**config.mk**
```make
export PLATFORM = sky130hd
export DESIGN_NAME = hamming_encoder
export DESIGN_NICKNAME = d
export VERILOG_FILES = /design/src/rtl/hamming_encoder.sv
export SDC_FILE = /design/constraint.sdc
export NUM_CORES = 1
export LEC_CHECK = 0
export BUFFER_PORTS_ARGS = -buffer_cell sky130_fd_sc_hd__buf_2
export CORE_MARGIN = 8
export CORE_UTILIZATION = 35
export CTS_CLUSTER_SIZE = 10
export DETAILED_ROUTE_END_ITERATION = 12
export GPL_ROUTABILITY_DRIVEN = 0
export HOLD_SLACK_MARGIN = 0.08
export PLACE_DENSITY = 0.56
export SLEW_MARGIN = 20
export SYNTH_ARGS = -nofsm -noshare
export SYNTH_HDL_FRONTEND = slang
export SYNTH_SLANG_ARGS = --single-unit
```
**constraint.sdc**
```tcl
create_clock -name CLK -period 3.5 [get_ports CLK]
set_input_delay 0.525 -clock CLK [delete_from_list [all_inputs] [get_ports CLK]]
set_output_delay 0.525 -clock CLK [all_outputs]
set_load 0.01 [all_outputs]
```
**src/rtl/hamming_encoder.sv**
```systemverilog
// hamming_encoder: serial Hamming(7,4) encoder between two 1-bit FIFOs; define HAMMING_EXT_PARITY_EN for SECDED (8,4)
module hamming_encoder #(
  parameter int BLOCKS_NUMB = 256
) (
  input  logic CLK,
  input  logic RESET,
  input  logic START,
  input  logic FIFO_IN_DATA,
  output logic FIFO_IN_RE,
  input  logic FIFO_IN_EMPTY,
  output logic FIFO_OUT_DATA,
  output logic FIFO_OUT_WE,
  input  logic FIFO_OUT_FULL,
  output logic DONE
);
`ifdef HAMMING_EXT_PARITY_EN
  localparam int CW_LEN = 8;
`else
  localparam int CW_LEN = 7;
`endif
  localparam int BW = $clog2(BLOCKS_NUMB + 1);
  localparam logic [BW-1:0] LAST_BLOCK = BW'(BLOCKS_NUMB - 1);
  localparam logic [2:0] LAST_BIT = 3'(CW_LEN - 1);

  typedef enum logic [2:0] {
    S_IDLE, S_CHECK_IN, S_READ, S_LATCH, S_ENCODE, S_CHECK_OUT, S_SEND, S_DONE
  } state_t;

  state_t state, nxt;
  logic [2:0] bit_cnt;
  logic [BW-1:0] block_cnt;
  logic [3:0] d;
  logic [CW_LEN-1:0] cw, cw_next;
  logic [6:0] ham;
  logic p1, p2, p3, last_bit, last_block;

  assign p1 = d[0] ^ d[1] ^ d[3];
  assign p2 = d[0] ^ d[2] ^ d[3];
  assign p3 = d[1] ^ d[2] ^ d[3];
  assign ham = {d[3], d[2], d[1], p3, d[0], p2, p1};
`ifdef HAMMING_EXT_PARITY_EN
  assign cw_next = {^ham, ham};
`else
  assign cw_next = ham;
`endif
  assign last_bit = bit_cnt == LAST_BIT;
  assign last_block = block_cnt == LAST_BLOCK;

  assign FIFO_IN_RE = state == S_READ;
  assign FIFO_OUT_WE = state == S_SEND;
  assign FIFO_OUT_DATA = state == S_SEND && cw[bit_cnt];
  assign DONE = state == S_DONE;

  // state register plus the datapath registers each state owns
  always_ff @(posedge CLK) begin
    if (RESET) begin
      state <= S_IDLE;
      bit_cnt <= '0;
      block_cnt <= '0;
      d <= '0;
      cw <= '0;
    end else begin
      state <= nxt;
      if (state == S_LATCH) begin
        d[bit_cnt[1:0]] <= FIFO_IN_DATA;
        bit_cnt <= bit_cnt == 3'd3 ? 3'd0 : bit_cnt + 3'd1;
      end
      if (state == S_ENCODE) cw <= cw_next;
      if (state == S_SEND) begin
        bit_cnt <= last_bit ? 3'd0 : bit_cnt + 3'd1;
        if (last_bit) block_cnt <= block_cnt + 1'b1;
      end
    end
  end

  // next-state decode; FIFO flags are only looked at in the CHECK states
  always_comb begin
    nxt = state;
    case (state)
      S_IDLE:      nxt = START ? S_CHECK_IN : S_IDLE;
      S_CHECK_IN:  nxt = FIFO_IN_EMPTY ? S_CHECK_IN : S_READ;
      S_READ:      nxt = S_LATCH;
      S_LATCH:     nxt = bit_cnt == 3'd3 ? S_ENCODE : S_CHECK_IN;
      S_ENCODE:    nxt = S_CHECK_OUT;
      S_CHECK_OUT: nxt = FIFO_OUT_FULL ? S_CHECK_OUT : S_SEND;
      S_SEND:      nxt = !last_bit ? S_CHECK_OUT : last_block ? S_DONE : S_CHECK_IN;
      S_DONE:      nxt = S_DONE;
      default: begin
        nxt = S_IDLE;
`ifndef SYNTHESIS
        $error("hamming_encoder: illegal state %0d", state);
`endif
      end
    endcase
  end

`ifndef SYNTHESIS
  // announce completion once, on the transition into DONE
  always_ff @(posedge CLK) begin
    if (!RESET && state == S_SEND && nxt == S_DONE) $display("hamming_encoder: DONE at %0t", $time);
  end
`endif
endmodule

```
# Word level (Yosys, flattened, before mapping)
# Index checks and enable logic that the tools add are counted.
# classes
addsub	2
order_cmp	3
n_eq_ne	10
muxes	16
n_bitwise	6
reduce_logical	5
# ops
op	count
$pmux W3 S8	1
$mux W3	7
$eq A3 B3 Y1 const B	5
$add A9 B1 Y9 const B	1
$eq A3 B2 Y1 const B	3
$eq A9 B8 Y1 const B	1
$xor A1 B1 Y1	6
$bwmux W4	1
$lt A3 B4 Y1 const B	1
$mux W2	2
$add A3 B1 Y3 const B	1
$bmux W1 S3	1
$eq A3 B1 Y1 const B	1
$logic_not A3 Y1	1
$lt A2 B3 Y1 const B	1
$mux W1	3
$demux W1 S2	1
$ge A2 B1 Y1 const B	1
$logic_and A1 B1 Y1	2
$reduce_and A2 Y1	1
$reduce_bool A2 Y1	1
# word_totals
reg_bits	26
input_bits	6
output_inout_bits	4
wordCells	47

# Longest topological paths before layout
# Gate-level depths: netlist (run 1).
# logic_depth
word_depth	5
depth_mapped	6
depth_no_buf	6

# Worst setup path after synthesis (run 1)
# No wires, ideal clock.
# synth_timing
kind	flip-flop to output port
startpoint	reg bit_cnt[0]
endpoint	out FIFO_OUT_DATA
t_arrival_ps	1106
setup_slack_ps	1869
stages_incl_launch_ff	4
path_cell_list	dfxtp_1 mux4_2 o21ai_0 a31oi_1
# synth_between
elab_chain_cells	3
# synth_rtl
item	line	source
from (decl)	30	logic [2:0] bit_cnt;
from (signal assigned)	66	bit_cnt <= bit_cnt == 3'd3 ? 3'd0 : bit_cnt + 3'd1;
from (signal assigned)	70	bit_cnt <= last_bit ? 3'd0 : bit_cnt + 3'd1;
$bmux W1 S3	51	assign FIFO_OUT_DATA = state == S_SEND && cw[bit_cnt];
$mux W1 (not written as such)	51	
$logic_and A1 B1 Y1	51	
to (decl)	11	output logic FIFO_OUT_DATA,
# Every way passes these cells. The select of a mux whose other input is x is not followed.

# Final worst setup path (run 1)
# layout_timing
startpoint	reg state[1]
endpoint	out FIFO_OUT_DATA
# layout_between
elab_chain_cells	2
# layout_rtl
item	line	source
from (decl)	29	state_t state, nxt;
from (signal assigned)	63	state <= nxt;
$eq A3 B3 Y1	51	
$logic_and A1 B1 Y1	51	
# Every way passes these cells.

==> flow_summary.yaml, run 1 <==
logic_synthesis:
  synth-adder-area-share: 0.06932
  yosysSeqAreaShare: 0.3605
  netlist_area_mm2: 0.001444
  synth_top_family_by_area: "simple AND/OR/NAND/NOR gates"
  synthTopCellsByArea: "dfxtp_1, ha_1, a21oi_1"
  yosys_register_bits: 26
  synth_cells: 164
  yosysTopAreaCell: "dfxtp_1"
  avgSynthCellArea_um2: 8.804
  yosysWarningCount: 0
  synth-simple-area-share: 0.2236
  synth_compound_area_frac: 0.1837
  synth_mux_area_frac: 0.07366
  syn_nets: 178
  synth_cell_types: 40
  netlist.area_leader.share: 0.3605
  synthXorXnorAreaFrac: 0.03033
clock_network:
  cts_sinks: 26
  cts_made_buffers: 3
  clock_path_buffers: 2
  clk_latency_ns: 0.27
  cts_resized: 0
  cts_hold_buf: 0
  htreeDepth: 1
  cts_tree: "done"
  path_clk_slew_ns: 0.09
  clock-root-buffer: "clkbuf_8"
  cts_setup_buffers: 0
power:
  total_power_uw: 530.0
  power_density_mw_per_mm2: 338.3
  power.leakage_uw: 0.0005464
  vdd.ir_drop.worst_v: 0.0001712
timing:
  rsz0062_at_grt: "no"
  clock_skew_ns: 0.007631
  max_freq_mhz: 400.1
  finalHoldViolCount: 0
  slew_viol_final: 0
  relSlewSlack: 0.6540
  setup_tns_ns: 0
  worst_pin_slew_ns: 0.5190
  period_share: 0.7141
  period_needed_ns: 2.499
  setup_violations: 0
floorplanning:
  die_height_um: 80.23
  start_util: 0.3610
  rows: 23
  core_area_mm2: 0.004000
  io_pins: 10
  die_area_mm2: 0.006437
  die_w_um: 80.23
layout:
  antenna_cells: 0
  fin_nets: 183
  drive_above_1_share: 0.1310
  syn_to_final_growth_pct: 8.492
  fin_util: 0.3916
  fillers: 399
  final_cells: 218
global_route:
  grt_start_max_net_pins: 30
  grt_overflow: 0
  grt_pass1_wl_um: 5050
  grt_usage: 0.09836
  antenna_found_initial: 0
  grt_pass1_vias: 1047
routing:
  drt_iter0_markers: 97
  drt-met1-wl_um: 1543
  topRoutingLayerUsed: "met4"
  ant_nets: 0
  route.detailed.vias_per_inst: 5.358
  first_pass_iters: 5
  routed-via-count: 1168
  finalWirelength_um: 3071
  met2_length_um: 1372
  post_drt_wl_per_cell_um: 14.09
  wl_met3_um: 85
  post-route-drc-count: 0
critical_path:
  cp.arrival_ns: 1.97
  cp.required_ns: 2.97
  cp_slowest_cell: "dfxtp_1"
  cp_slowest_stage_delay_ns: 0.65
  critPathLaunchType: "flop"
  cp.depth: 5
  crit_buf_inv: 2
  cp_max_fo: 16
  worst-r2r-cell-count: 5
  cp-end-kind: "output port"
  path_class: "reg -> out"
  crit_chain: "nand3b_2, inv_1, o21ai_0, a31oi_1, buf_2"
  critical_path.top_delay_family: "flip-flops"
placement:
  dpl.hpwl_um: 2177
  io_buffers: 9
  dp.cells: 214
hold_path:
  hold_class: "reg -> reg"
  whs_path_depth: 2
outcome:
  status: "completed"
flow_run:
  cap_violations: 0
path summary, 6_finish.rpt:
path                 from       endpoint  slack, ns
min reg2reg  block_cnt[6]   block_cnt[6]       0.48
max              state[1]  FIFO_OUT_DATA       1.00
max reg2reg    bit_cnt[0]   block_cnt[7]       1.68
min          block_cnt[6]   block_cnt[6]       0.48
power breakdown:
group          switching, uW  total, uW  internal [uW]
Clock                   94.9        195            101
Sequential              9.18        308            299
Combinational           14.7       26.8           12.2
state kept, by name (all words and copies together), names as in the netlist:
| name | count |
|---|---|
| block_cnt | 9 |
| cw | 7 |
| d | 4 |
| bit_cnt | 3 |
| state | 3 |
cells in the final DEF (no fill, tap or decap), types with 5 or more instances in the layout:
| master | Yosys | layout |
|---|---|---|
| a21oi_1 | 15 | 15 |
| nor2_1 | 8 | 8 |
| mux2i_1 | 5 | 5 |
| nand4_1 | 5 | 5 |
| nand3_1 | 12 | 12 |
| nand2b_1 | 5 | 5 |
| dfxtp_1 | 26 | 26 |
| ha_1 | 8 | 8 |
| o21ai_0 | 10 | 10 |
| buf_2 | 5 | 9 |
| inv_1 | 12 | 12 |
cells by family after synthesis:
logic type / count (synthesis)
xor+xnor: 5
compound gates: 43
flops: 26
simple gates: 52
buf+inv: 21
mux: 9
fa+ha+maj: 8
Yosys cell counts:
library cell  instances
a2111oi_2             1
a211oi_1              2
a21boi_0              1
a21oi_1              15
a221oi_1              1
a2bb2oi_1             1
a311oi_1              1
a31oi_1               2
and3_1                2
and3b_1               1
and4_1                1
and4b_1               1
buf_1                 1
buf_2                 5
clkbuf_1              3
dfxtp_1              26
ha_1                  8
inv_1                12
mux2_2                3
mux2i_1               5
mux4_2                1
nand2_1               3
nand2b_1              5
nand3_1              12
nand3b_2              2
nand4_1               5
nand4bb_1             1
nor2_1                8
nor2b_1               4
nor3_1                1
nor3b_4               1
o21ai_0              10
o22ai_1               4
o31ai_1               4
o41ai_1               1
or3_1                 2
or3b_2                1
or4_1                 2
xnor2_1               2
xor2_1                3
routing by layer:
layer / up-vias / track usage
met5: - / 0
met4: 0 / 0.04909
met3: 7 / 0.02009
met2: 17 / 0.1455
met1: 538 / 0.1315
li1: 606 / -
cell type report:
cell class,instances,area (um2),share of cell area
Clock buffer,4,55.05,0.03514
Inverter,12,45.04,0.02875
Sequential cell,26,520.5,0.3323
Timing Repair Buffer,9,45.04,0.02875
Multi-Input combinational cell,117,838.3,0.5351
Tap cell,50,62.56,0.03994
per-stage QoR:
stage	setup slack, ns	instance area [um2]	hold WS (ns)
detailed placement	1.331	1511	0.4679
global placement	1.428	1511	0.4662
global route	0.8489	1567	0.5137
finish	1.001	1567	0.4847
floorplan	1.869	1444	0.4475
CTS	1.020	1567	0.4829
tightest hold or removal path, delay by kind of cell, from the launching register on:
family	cells	cell delay, ns
AOI/OAI and AO/OA	2	0.11
DFF	1	0.33
No activity file was read; power rests on OpenSTA's default activity.
==> inputs of run 2 (changes only) <==
ABC_AREA = 1   (was default)
clock period = 2.3 ns   (was 3.5 ns; I/O delays follow)
==> run 2 against run 1 <==
Sequential share of layout area fell by 0.32 points; register-to-register slack got worse by 1.0 ns; worst hold slack worse by 0.17 ns; synthesized cell count is 30% higher; sequential power grew 49%; wire length down 2.0%; die area about the same; clock power is 53% higher; synthesized area is essentially flat; via count up 11%; largest power group unchanged; power grew 49%; critical path type unchanged.
==> flow_summary.yaml, run 2 <==
outcome:
  status: "completed"
logic_synthesis:
  synth_enable_flop_cells: 0
  synthTopCellsByArea: "dfxtp_1, nand2_1, inv_1"
  syn_nets: 228
  yosys_register_bits: 26
  async_reset_ff_frac: 0
  netlist.area_leader.share: 0.3608
  synth_commonest_cells: "nand2_1, inv_1, dfxtp_1"
  synth_most_common_cell: "nand2_1"
  avgSynthCellArea_um2: 6.741
  synth_cells: 214
  ys_dominant_reg_cell: "dfxtp_1"
  yosysSeqAreaShare: 0.3608
  synth_cell_types: 26
  yosysTopAreaCell: "dfxtp_1"
  yosysWarningCount: 0
  netlist_area_mm2: 0.001443
routing:
  drt_iter0_markers: 68
  finalWirelength_um: 3010
  route.detailed.vias_per_inst: 4.751
  post-route-drc-count: 0
  first_pass_iters: 4
  post_drt_wl_per_cell_um: 11.03
  ant_nets: 0
  routed-via-count: 1297
placement:
  dpl.hpwl_um: 2277
  place_area_mm2: 0.001526
  io_buffers: 9
layout:
  syn_to_final_growth_pct: 9.627
  final_common_cell: "nand2_1"
  multi_input_area_um2: 770.7
  fillers: 448
  reg.largest.list: "block_cnt: 9 flops, cw: 7 flops, d: 4 flops"
  stdcell_area_mm2: 0.001582
  final_cell_mix: "nand2_1, inv_1, dfxtp_1, nor2_1, nand3_1"
  regMostFlops: "block_cnt"
  largest_reg_flops: 9
  fin_util: 0.3982
  fin_nets: 238
  antenna_cells: 0
  seq_area_um2: 520.5
  drive_above_1_share: 0.09417
timing:
  clock_skew_ns: 0.003032
  period_needed_ns: 1.797
  finalHoldViolCount: 0
  setup_tns_ns: 0
  relSlewSlack: 0.5769
  worst_pin_slew_ns: 0.6340
  max_freq_mhz: 556.5
  setup_violations: 0
  holdWs_ns: 0.3157
  rsz0062_at_grt: "no"
  period_share: 0.7813
  slew_viol_final: 0
global_route:
  grt_usage: 0.1048
  grt_start_max_net_pins: 22
  grt_overflow: 0
  antenna_found_initial: 0
  grt_pass1_wl_um: 5568
  grt_pass1_vias: 1265
floorplanning:
  core_area_mm2: 0.003971
  die_height_um: 80.20
  io_pins: 10
  die_w_um: 80.20
  die_area_mm2: 0.006432
  start_util: 0.3633
  rows: 23
critical_path:
  cp_max_fo: 8
  cp.required_ns: 1.96
  critPathLaunchType: "flop"
  cp-end-kind: "output port"
  cp.arrival_ns: 1.45
  path_class: "reg -> out"
clock_network:
  cts_setup_buffers: 0
  cts_resized: 0
  path_clk_slew_ns: 0.09
  htreeDepth: 1
  cts_tree: "done"
  cts_made_buffers: 3
  clock-root-buffer: "clkbuf_8"
  clk_latency_ns: 0.27
  clock_path_buffers: 2
  cts_sinks: 26
  cts_hold_buf: 0
power:
  power.leakage_uw: 0.0006932
  p_int_uw: 618.0
  power_density_mw_per_mm2: 499.7
  pwr-share-clk: 0.377
  power_switching_uw: 172.3
  total_power_uw: 790.3
  swShare: 0.2180
  vdd.ir_drop.worst_v: 0.0001944
  sequentialPowerShare: 0.580
  power_frac_comb: 0.044
flow_run:
  cap_violations: 0
hold_path:
  hold_class: "in -> reg"
run 2: cell count changes in the layout (fill, tap and decap cells not counted), sizes merged, moves of 4 or more:
cell,before,now
nand3,12,21
o22ai,4,0
nor2b,4,0
nand4,5,1
nand2,3,52
o31ai,4,0
o21ai,10,16
mux2i,5,0
nand2b,5,0
nor2,8,23
inv,12,34
run 2: kinds of logic after synthesis:
logic type	after synthesis	synth area share
AO/OA/AOI/OAI	39	0.1457
flip-flops	26	0.3608
buffers and inverters	38	0.1049
adder cells (fa/ha/maj)	8	0.06939
AND/OR/NAND/NOR	101	0.3070
XOR/XNOR	2	0.01214
run 2: worst paths after layout:
| kind | cells after the start | start | to | slack, ns |
|---|---|---|---|---|
| min | 2 | RESET | bit_cnt[1] | 0.32 |
| min reg2reg | 2 | cw[4] | cw[4] | 0.47 |
| max | 6 | bit_cnt[0] | FIFO_OUT_DATA | 0.50 |
| max reg2reg | 8 | bit_cnt[0] | block_cnt[7] | 0.66 |
run 2: routing by layer:
metal,up-vias,wire [um],part of all wire,GRT usage
li1,705,-,-,-
met1,580,1608,0.53,0.1353
met2,10,1291,0.43,0.1706
met3,2,76,0.025,0.01563
met4,0,34,0.011,0.04000
met5,-,0,0,0
run 2: area by class of cell:
type                       count  share of cell area
clock buffer                   4             0.03481
multi-input combinational    150              0.4873
tap                           50             0.03956
timing repair buffer           9             0.02848
sequential                    26              0.3291
inverter                      34             0.08070
run 2: power by group through the flow:
stage | clock (uW) | combinational, uW | sequential, uW
finish | 298 | 34.6 | 458
global route | 326 | 39.7 | 459
CTS | 307 | 35.0 | 458
detailed placement | 0 | 34.8 | 469
global placement | 0 | 34.5 | 469
floorplan | 0 | 28.8 | 464
run 2: through the flow:
stage          instances  setup slack [ns]
2_1_floorplan        214            0.9194
3_3_place_gp         269            0.7521
3_5_place_dp         269            0.6559
4_1_cts              273            0.4771
5_1_grt              273            0.3392
6_report             273            0.5031
run 2: worst max-delay path, cell delays in order (launching register included):
cell      delay [ns]
dfxtp_1         0.48
inv_1           0.18
o211ai_1        0.20
nand2_1         0.07
nor2_1          0.08
nor2_1          0.04
buf_2           0.13
